--- src/rtl/machine_ctl.sv ---
// Eight-state instruction-cycle sequencer for the RISC core.
// Every strobe is registered so it lines up exactly with the state it belongs to.
module machine_ctl #(
    parameter int OP_W = 3
) (
    input  logic            clock,
    input  logic            rst,
    input  logic            ena,
    input  logic [OP_W-1:0] opcode,
    input  logic            zero,
    output logic            pc_step,
    output logic            pc_load,
    output logic            ir_load,
    output logic            acc_load,
    output logic            rd,
    output logic            wr,
    output logic            data_ena,
    output logic            halt,
    output logic [2:0]      state
);

    typedef enum logic [2:0] {
        S0 = 3'd0, S1 = 3'd1, S2 = 3'd2, S3 = 3'd3,
        S4 = 3'd4, S5 = 3'd5, S6 = 3'd6, S7 = 3'd7
    } state_t;

    localparam logic [OP_W-1:0] OP_HLT = 3'b000;
    localparam logic [OP_W-1:0] OP_SKZ = 3'b001;
    localparam logic [OP_W-1:0] OP_ADD = 3'b010;
    localparam logic [OP_W-1:0] OP_AND = 3'b011;
    localparam logic [OP_W-1:0] OP_XOR = 3'b100;
    localparam logic [OP_W-1:0] OP_LDA = 3'b101;
    localparam logic [OP_W-1:0] OP_STO = 3'b110;
    localparam logic [OP_W-1:0] OP_JMP = 3'b111;

    state_t          state_q, state_d;
    logic            run_q, run_d;
    logic            halted_q, halted_d;
    logic [OP_W-1:0] op_q, op_d;
    logic            zero_q, zero_d;
    logic            adv, mem, skip;
    logic            ps_d, pl_d, ir_d, acc_d, rd_d, wr_d, de_d;

    always_ff @(posedge clock) begin
        if (rst) begin
            state_q  <= S0;
            run_q    <= 1'b0;
            halted_q <= 1'b0;
            op_q     <= '0;
            zero_q   <= 1'b0;
            pc_step  <= 1'b0;
            pc_load  <= 1'b0;
            ir_load  <= 1'b0;
            acc_load <= 1'b0;
            rd       <= 1'b0;
            wr       <= 1'b0;
            data_ena <= 1'b0;
        end else begin
            state_q  <= state_d;
            run_q    <= run_d;
            halted_q <= halted_d;
            op_q     <= op_d;
            zero_q   <= zero_d;
            pc_step  <= ps_d;
            pc_load  <= pl_d;
            ir_load  <= ir_d;
            acc_load <= acc_d;
            rd       <= rd_d;
            wr       <= wr_d;
            data_ena <= de_d;
        end
    end

    always_comb begin
        state_d  = state_q;
        run_d    = run_q;
        halted_d = halted_q;
        op_d     = op_q;
        zero_d   = zero_q;
        ps_d     = 1'b0;
        pl_d     = 1'b0;
        ir_d     = 1'b0;
        acc_d    = 1'b0;
        rd_d     = 1'b0;
        wr_d     = 1'b0;
        de_d     = 1'b0;
        adv      = run_q & ena & ~halted_q;

        // An idle S0 (after reset or ena low) spends one cycle arming before fetch.
        if (!halted_q) begin
            if (!ena) begin
                state_d = S0;
                run_d   = 1'b0;
            end else if (!run_q) begin
                state_d = S0;
                run_d   = 1'b1;
            end else begin
                state_d = state_t'(state_q + 3'd1);
            end
        end

        if (adv && state_q == S2) op_d = opcode;
        if (adv && state_q == S3) begin
            zero_d = zero;
            if (op_q == OP_HLT) halted_d = 1'b1;
        end

        mem  = (op_d == OP_ADD) || (op_d == OP_AND) ||
               (op_d == OP_XOR) || (op_d == OP_LDA);
        skip = (op_d == OP_SKZ) && zero_d;

        // Strobes are decoded from the state being entered, then registered.
        if (run_d && !halted_d) begin
            case (state_d)
                S0, S1: begin
                    rd_d = 1'b1;
                    ir_d = 1'b1;
                    ps_d = 1'b1;
                end
                S4: begin
                    ps_d = skip || (op_d == OP_JMP);
                    pl_d = (op_d == OP_JMP);
                    rd_d = mem;
                    de_d = (op_d == OP_STO);
                end
                S5: begin
                    rd_d  = mem;
                    acc_d = mem;
                    wr_d  = (op_d == OP_STO);
                    de_d  = (op_d == OP_STO);
                end
                S6: begin
                    ps_d = skip;
                    de_d = (op_d == OP_STO);
                end
                default: ;
            endcase
        end
    end

    assign halt  = halted_q;
    assign state = state_q;

endmodule

--- config.mk ---
export PLATFORM = sky130hd
export DESIGN_NAME = machine_ctl
export DESIGN_NICKNAME = d
export VERILOG_FILES = /design/src/rtl/machine_ctl.sv
export SDC_FILE = /design/constraint.sdc
export NUM_CORES = 1
export LEC_CHECK = 0
export CORE_AREA = 2 2 47 49
export CTS_BUF_LIST = sky130_fd_sc_hd__clkbuf_8 sky130_fd_sc_hd__clkbuf_16
export CTS_CLUSTER_DIAMETER = 100
export DETAILED_ROUTE_END_ITERATION = 8
export DIE_AREA = 0 0 49 51
export PLACE_DENSITY = 0.71
export SYNTH_ARGS = -nofsm -noshare
export SYNTH_HDL_FRONTEND = slang
export SYNTH_SLANG_ARGS = --single-unit
--- constraint.sdc ---
create_clock -name clock -period 1.5 [get_ports clock]
set_input_delay 0.15 -clock clock [delete_from_list [all_inputs] [get_ports clock]]
set_output_delay 0.15 -clock clock [all_outputs]
set_load 0.01 [all_outputs]
**Yosys cells after proc, flatten, opt, wreduce, memory -nomap -nowiden**

Cells that the tools add are included.

- Bits in registers: 16
- Input bits: 7
- Output and inout bits: 11
- Word-level logic and storage cells: 63

- Add/subtract/negate cells: 1
- Equal/unequal tests: 13
- Muxes and demuxes: 12
- Bitwise logic cells: 7
- Reduce and logical (&&, ||, !) cells: 18

Operators with widths:

| kind | count |
|---|---|
| $eq A3 B3 Y1 const B | 7 |
| $eq A3 B2 Y1 const B | 4 |
| $mux W3 | 4 |
| $reduce_or A3 Y1 | 4 |
| $eq A3 B1 Y1 const B | 2 |
| $logic_not A3 Y1 | 2 |
| $mux W1 | 6 |
| $reduce_or A2 Y1 | 3 |
| $not A1 Y1 | 5 |
| $logic_and A1 B1 Y1 | 4 |
| $logic_or A1 B1 Y1 | 4 |
| $add A3 B1 Y3 const B | 1 |
| $pmux W1 S3 | 1 |
| $and A1 B1 Y1 | 2 |
| $pmux W1 S2 | 1 |
| $logic_not A1 Y1 | 1 |

**Logic depth before layout (Yosys ltp)**

Gate-level depths: netlist (run 1).

- Depth after elaboration: 9
- Depth in mapped cells: 6
- Gate-level depth less buffers: 6

**Worst setup path before layout (run 1)**

No wires, ideal clock.

- Path type: reg-to-reg
- Start point: register state_q[0] (netlist: state[0])
- End point: register pc_step
- Setup time: 0.127 ns
- Data arrival time: 1.495 ns
- Required time: 1.373 ns
- Path slack: -0.122 ns
- Stages on the path, launching flop included: 7
- Buffers on the path: 0
- Period minus slack after synthesis: 1.622 ns
- Cell sequence: dfxtp_1 > ha_1 > ha_1 > nand3b_1 > o21ai_0 > nand3b_1 > nand3_1

- Longest elaborated chain between the ends: 7
- Elaborated cells on any way between the ends: 25
- Classes of those cells: 1 x add/sub; 7 x eq/ne; 7 x mux; 1 x bitwise; 9 x reduce/logical

RTL lines:

| element | RTL line | RTL |
|---|---|---|
| from (decl) | 36 | `state_t state_q, state_d;` |
| from (signal assigned) | 59 | `state_q <= state_d;` |
| $add A3 B1 Y3 (tied with other cells) | 98 | `state_d = state_t'(state_q + 3'd1);` |
| $mux W3 (tied with other cells) | 94 | `end else if (!run_q) begin` |
| $mux W3 (tied with other cells) | 91 | `if (!ena) begin` |
| $mux W3 (tied with other cells) | 90 | `if (!halted_q) begin` |
| $eq A3 B1 Y1 (tied with other cells) | 114 | `case (state_d)` |
| $reduce_or A2 Y1 (tied with other cells) | 114 |  |
| $pmux W1 S3 or $reduce_or A2 Y1 (tied branches) | n/a |  |
| to (signal assigned) | 64 | `pc_step <= ps_d;` |
| to (decl) | 11 | `output logic pc_step,` |

Parallel ways exist; a longest one is shown, timed or not.
A chain may end at the register's enable or synchronous reset.

**Worst setup path in the final report (run 1)**

Same ends and word-level chain as after synthesis.

==> results.ini, run 1 <==
[status]
status=finished with violations
failed_checks=setup timing

[synthesis]
yosys_warnings=0
synth_top_area_frac=0.399
synth_area_leaders=dfxtp_1 (40%), nor2_1 (5.1%), a21oi_1 (5.0%), ha_1 (4.7%), mux2i_1 (3.7%)
syn-instance-count=89
synth.most_common_cell=dfxtp_1
ys_seq_elements=16
avgSynthCellArea_um2=9.03
netlist_area_um2=803
synth_commonest_cells=dfxtp_1 (16), nor2_1 (11), a21oi_1 (8), nand2_1 (6)
synthArstFlopShare=0
yosys.area.top_type=dfxtp_1
synthFlopType=dfxtp_1
ys_seq_area_frac=0.399
synth_nets=99
synthDistinctLibCells=31
synth-edff-count=0

[finish]
final_area_um2=1300
finalNetCount=139
seqCellArea_um2=328
multi_input_area_um2=554
antenna_cells=0
area_growth_pct=62.0
fill_cells=173
layout-drive-gt1-share=0.359
utilization=0.631

[critical_path]
cp.arrival_ns=1.74
cp_max_fo=3
end_kind=flop
cp.required_ns=1.69
reg2reg_depth=7
cp-start-kind=flop
critical_path_class=flop to flop

[global_routing]
grt_overflow=0
grt_antenna_before_repair=0
grt_pass1_wl_um=3310
grt_pass1_vias=759
grt.total_usage=0.175
grt_max_degree=10

[timing]
worst_hold_slack_ns=0.565
setup_viol=2
rsz0062_at_grt=true
hold_viol_final=0
max_slew_margin=0.754
worstMarginPinSlew_ns=0.368
clock_skew_ns=0.000889
setup_ws_ns=-0.0476
final.min_clock_period_ns=1.55
fin_crit_sh=1.03
timing_max_transition_violations_final=0
max_freq_mhz=646

[pwr]
power_frac_clock=0.385
p_comb_frac=0.099
p_int_mw=0.655
power_frac_seq=0.516
pwr_density_cell_nw_per_um2=646
sw_frac_of_total=0.221
power_switching_mw=0.185
leakage_nw=0.494
peakVddDrop_v=0.000629

[floorplan]
ios=18
die_w_um=49
dieArea_um2=2500
core_um2=2060
die_h_um=51
row_count=17
start_util=0.389

[detailed_routing]
firstDrtPassIters=4
wire_per_inst_um=12.8
drt_iter0_drc=5
wirelength_um=2000
avgViaCountPerCell=5.00
route.vias.total=780
postRouteAntennaNets=0
drc=0

[place]
dpl.hpwl_um=1430
dpl_cell_area_um2=1170
numPortBuffers=17
gp_congestion=0.869

[clock_tree]
postCtsSetupBuffers=0
tritoncts=done
clockBufferDepth=2
clock_latency_ns=0.25
ctsRootBufferMaster=clkbuf_8
cts_buffers=3
h-tree-depth=1
clkSinkCount=16
clk_pin_slew_worst_paths_ns=0.06
cts-hold-fix-buffers=0

[job]
cap_violations=0

[min_path]
min_path_cells=2
hold_path_class=flop to flop

[registers in the layout, indices dropped and copies added (netlist names)]
register	count
pc_step	1
ir_load	1
run_q	1
acc_load	1
halt	1
rd	1
wr	1
data_ena	1
state	3
op_q	3
pc_load	1
zero_q	1
[power groups by stage]
stage          Combinational (mW)  Sequential (mW)  Clock (mW)
4_1_cts                    0.0801            0.434       0.329
2_1_floorplan              0.0272            0.445           0
5_1_grt                    0.0894            0.434       0.356
3_5_place_dp               0.0774            0.443           0
6_report                   0.0835            0.434       0.324
3_3_place_gp               0.0764            0.443           0
[through the flow]
stage	worst slack (ns)	total power [mW]	setup TNS [ns]	std cells
after floorplan	0.000509	0.472	0	89
after global placement	-0.199	0.519	-1.17	152
after detailed placement	-0.244	0.521	-1.51	152
after CTS	-0.0526	0.843	-0.113	156
after global routing	-0.134	0.880	-0.422	156
final	-0.0476	0.841	-0.0920	156
[timing repair]
item                                    4_1_cts  5_1_grt
gates resized for setup                       9        8
hold endpoints to repair                      0        0
pin swaps                                     4        2
endpoints found under the setup margin        5        6
[per-layer routing]
layer | global-route usage | vias up | share of wire | routed length [um]
li1 | - | 389 | - | -
met1 | 0.185 | 366 | 0.40 | 793
met2 | 0.326 | 17 | 0.54 | 1080
met3 | 0.0292 | 8 | 0.029 | 59
met4 | 0.105 | 0 | 0.032 | 64
met5 | 0 | - | 0 | 0
[path summary, 6_finish.rpt]
| kind | start | to | slack, ns |
|---|---|---|---|
| min reg2reg | op_q[1]$_SDFF_PP0_ | op_q[1]$_SDFF_PP0_ | 0.57 |
| max | state[0]$_SDFF_PP0_ | pc_step$_SDFF_PP0_ | -0.05 |
| min | op_q[1]$_SDFF_PP0_ | op_q[1]$_SDFF_PP0_ | 0.57 |
| max reg2reg | state[0]$_SDFF_PP0_ | pc_step$_SDFF_PP0_ | -0.05 |
[cell families after synthesis]
kind of cell	count (synthesis)	share of synthesized area
AO/OA/AOI/OAI	19	0.162
XOR/XNOR	2	0.0218
adder cells (fa/ha/maj)	3	0.0467
buffers and inverters	6	0.0311
flip-flops	16	0.399
multiplexers	4	0.0514
AND/OR/NAND/NOR	39	0.288
[worst max-delay path, cell delays in order (launching register included)]
cell,delay [ns]
dfxtp_4,0.36
ha_4,0.16
ha_4,0.14
and4b_2,0.22
buf_6,0.14
a211oi_4,0.23
o2111ai_2,0.14
nand3_1,0.10
[placed cells by master (no fill, tap or decap), types with 2 or more instances in the layout]
master | synthesis | layout
nor2b_1 | 3 | 2
dfxtp_4 | 0 | 2
inv_1 | 4 | 4
clkbuf_8 | 0 | 3
a21oi_1 | 8 | 6
nand2_1 | 6 | 6
nand3b_1 | 3 | 3
clkdlybuf4s50_1 | 0 | 17
a211oi_4 | 0 | 2
ha_4 | 0 | 2
dfxtp_1 | 16 | 14
nor2_1 | 11 | 11
nand2b_1 | 2 | 2
buf_4 | 0 | 19
a21oi_2 | 0 | 2
nor3_2 | 0 | 3
nand3_1 | 2 | 2
o21ai_0 | 4 | 3
mux2i_1 | 3 | 2
[cell type report]
class | count | area share
repair buffers | 37 | 0.249
inverters | 4 | 0.0115
clock buffers | 3 | 0.0317
clock inverters | 1 | 0.00288
flip-flops and latches | 16 | 0.252
well taps | 28 | 0.0269
multi-input cells | 67 | 0.426
Power figures use the tool's default switching activity.
==> run 2, diff against run 1 <==
--- a/config.mk
+++ b/config.mk
@@ -10,7 +10,7 @@
 export CTS_CLUSTER_DIAMETER = 100
 export DETAILED_ROUTE_END_ITERATION = 8
 export DIE_AREA = 0 0 49 51
-export PLACE_DENSITY = 0.71
+export PLACE_DENSITY = 0.69
 export SYNTH_ARGS = -nofsm -noshare
 export SYNTH_HDL_FRONTEND = slang
 export SYNTH_SLANG_ARGS = --single-unit
==> run 2 against run 1 <==
The flow still finishes with violations (setup timing). Register-to-register slack improved by 0.03 ns. Setup slack better by 0.029 ns. Largest cell class unchanged. Sequential power is essentially flat. Combinational power is 3.6% lower. Maximum frequency grew 1.9%. Count of clock-buffer cells in the layout unchanged. Design area decreased by 1.5%. Critical endpoint is now acc_load$_SDFF_PP0_. Core utilization is 0.97 points lower. Routed wire length shrank 0.50%. Via count down 0.64%. Sequential cell count is the same.
==> results.ini, run 2 (synthesis results as in run 1) <==
[finish]
fin_cells=155
fill_cells=180
area_growth_pct=59.5
final_area_um2=1280
final_common_cell=buf_4
utilization=0.621
layout-drive-gt1-share=0.331
antenna_cells=0
finalNetCount=138
most-common-layout-cells=buf_4 (18), clkdlybuf4s50_1 (17), dfxtp_1 (14)

[timing]
max_slew_margin=0.593
setup-tns-final_ns=-0.0228
rsz0062_at_grt=true
clock_skew_ns=0.00249
hold_viol_final=0
worst_hold_slack_ns=0.590
timing_max_transition_violations_final=0
setup_ws_ns=-0.0187
worstMarginPinSlew_ns=0.606
max_freq_mhz=658
fin_crit_sh=1.01
final.min_clock_period_ns=1.52
setup_viol=2

[place]
dp_slack_ns=-0.229
dp.cells=150
dpl.hpwl_um=1470
dpl_cell_area_um2=1160
numPortBuffers=17
gp_congestion=0.820

[detailed_routing]
drc=0
wirelength_um=1990
wire_per_inst_um=12.8
firstDrtPassIters=4
avgViaCountPerCell=5.00
postRouteAntennaNets=0
route.vias.total=775
drt_iter0_drc=10

[status]
status=finished with violations
failed_checks=setup timing

[pwr]
peakVddDrop_v=0.000562
power_switching_mw=0.187
p_comb_frac=0.096
design_power_total_mw=0.842
sw_frac_of_total=0.223
power_frac_clock=0.389
leakage_nw=0.490
power_frac_seq=0.515
pwr_density_cell_nw_per_um2=657
p_int_mw=0.654

[global_routing]
grt_pass1_vias=744
grt.total_usage=0.176
grt_antenna_before_repair=0
grt_overflow=0
grt_max_degree=10
grt_pass1_wl_um=3290

[critical_path]
path_buf_inv=1
cpLargestDelayFamily=simple AND/OR/NAND/NOR gates
crit_top_cell=ha_4
critPathMaxStageDelay_ns=0.36
cp.required_ns=1.68
crit_slowest_cell=dfxtp_4
r2r_setup_slack_ns=-0.02
end_kind=flop
critical_path_class=flop to flop
cp.arrival_ns=1.70
cp_max_fo=4
cp-start-kind=flop
crit_path_cell_trace=ha_4, ha_4, and4b_2, buf_6, a21oi_4, nand3_2, nor3_2

[clock_tree]
clock_latency_ns=0.25
h-tree-depth=1
ctsRootBufferMaster=clkbuf_8
clockBufferDepth=2
clkSinkCount=16
clk_pin_slew_worst_paths_ns=0.06
tritoncts=done
cts_buffers=3

[job]
cap_violations=0

[min_path]
hold_path_class=flop to flop

[floorplan]
start_util=0.389
ios=18
die_w_um=49
core_um2=2060
row_count=17
die_h_um=51
dieArea_um2=2500

run 2: what timing repair did:
action | 4_1_cts | 5_1_grt
endpoints found under the setup margin | 4 | 7
gates resized for setup | 8 | 7
hold buffers | 0 | 0
setup buffers | 0 | 1
pin swaps | 3 | 4
run 2: power by group through the flow:
stage	logic (mW)	clock network (mW)	registers [mW]
final	0.0805	0.328	0.433
after detailed placement	0.0764	0	0.443
after CTS	0.0780	0.336	0.433
after global placement	0.0755	0	0.443
after global routing	0.0872	0.360	0.434
after floorplan	0.0272	0	0.445
run 2: final timing paths:
path                                          start             endpoint  depth (start not counted)
worst max-delay path            state[0]$_SDFF_PP0_  acc_load$_SDFF_PP0_                          7
worst max register to register  state[0]$_SDFF_PP0_  acc_load$_SDFF_PP0_                          7
worst min register to register   op_q[2]$_SDFF_PP0_   op_q[2]$_SDFF_PP0_                          2
worst min-delay path             op_q[2]$_SDFF_PP0_   op_q[2]$_SDFF_PP0_                          2
run 2: worst reg2reg max path: stages, from the launching register on:
cell	delay, ns
dfxtp_4	0.36
ha_4	0.16
ha_4	0.14
and4b_2	0.22
buf_6	0.13
a21oi_4	0.16
nand3_2	0.13
nor3_2	0.15
run 2: routing by layer:
metal	wire, um	share of wire	GRT usage
met1	885	0.44	0.210
met2	975	0.49	0.308
met3	73	0.037	0.0292
met4	56	0.028	0.0857
met5	0	0	0
run 2: area by class of cell:
class                   count  area, um^2  share of cell area
clock inverters             1        3.75             0.00293
inverters                   4        15.0              0.0117
well taps                  28        35.0              0.0273
flip-flops and latches     16         328               0.256
clock buffers               3        41.3              0.0322
multi-input cells          67         542               0.423
repair buffers             36         317               0.247
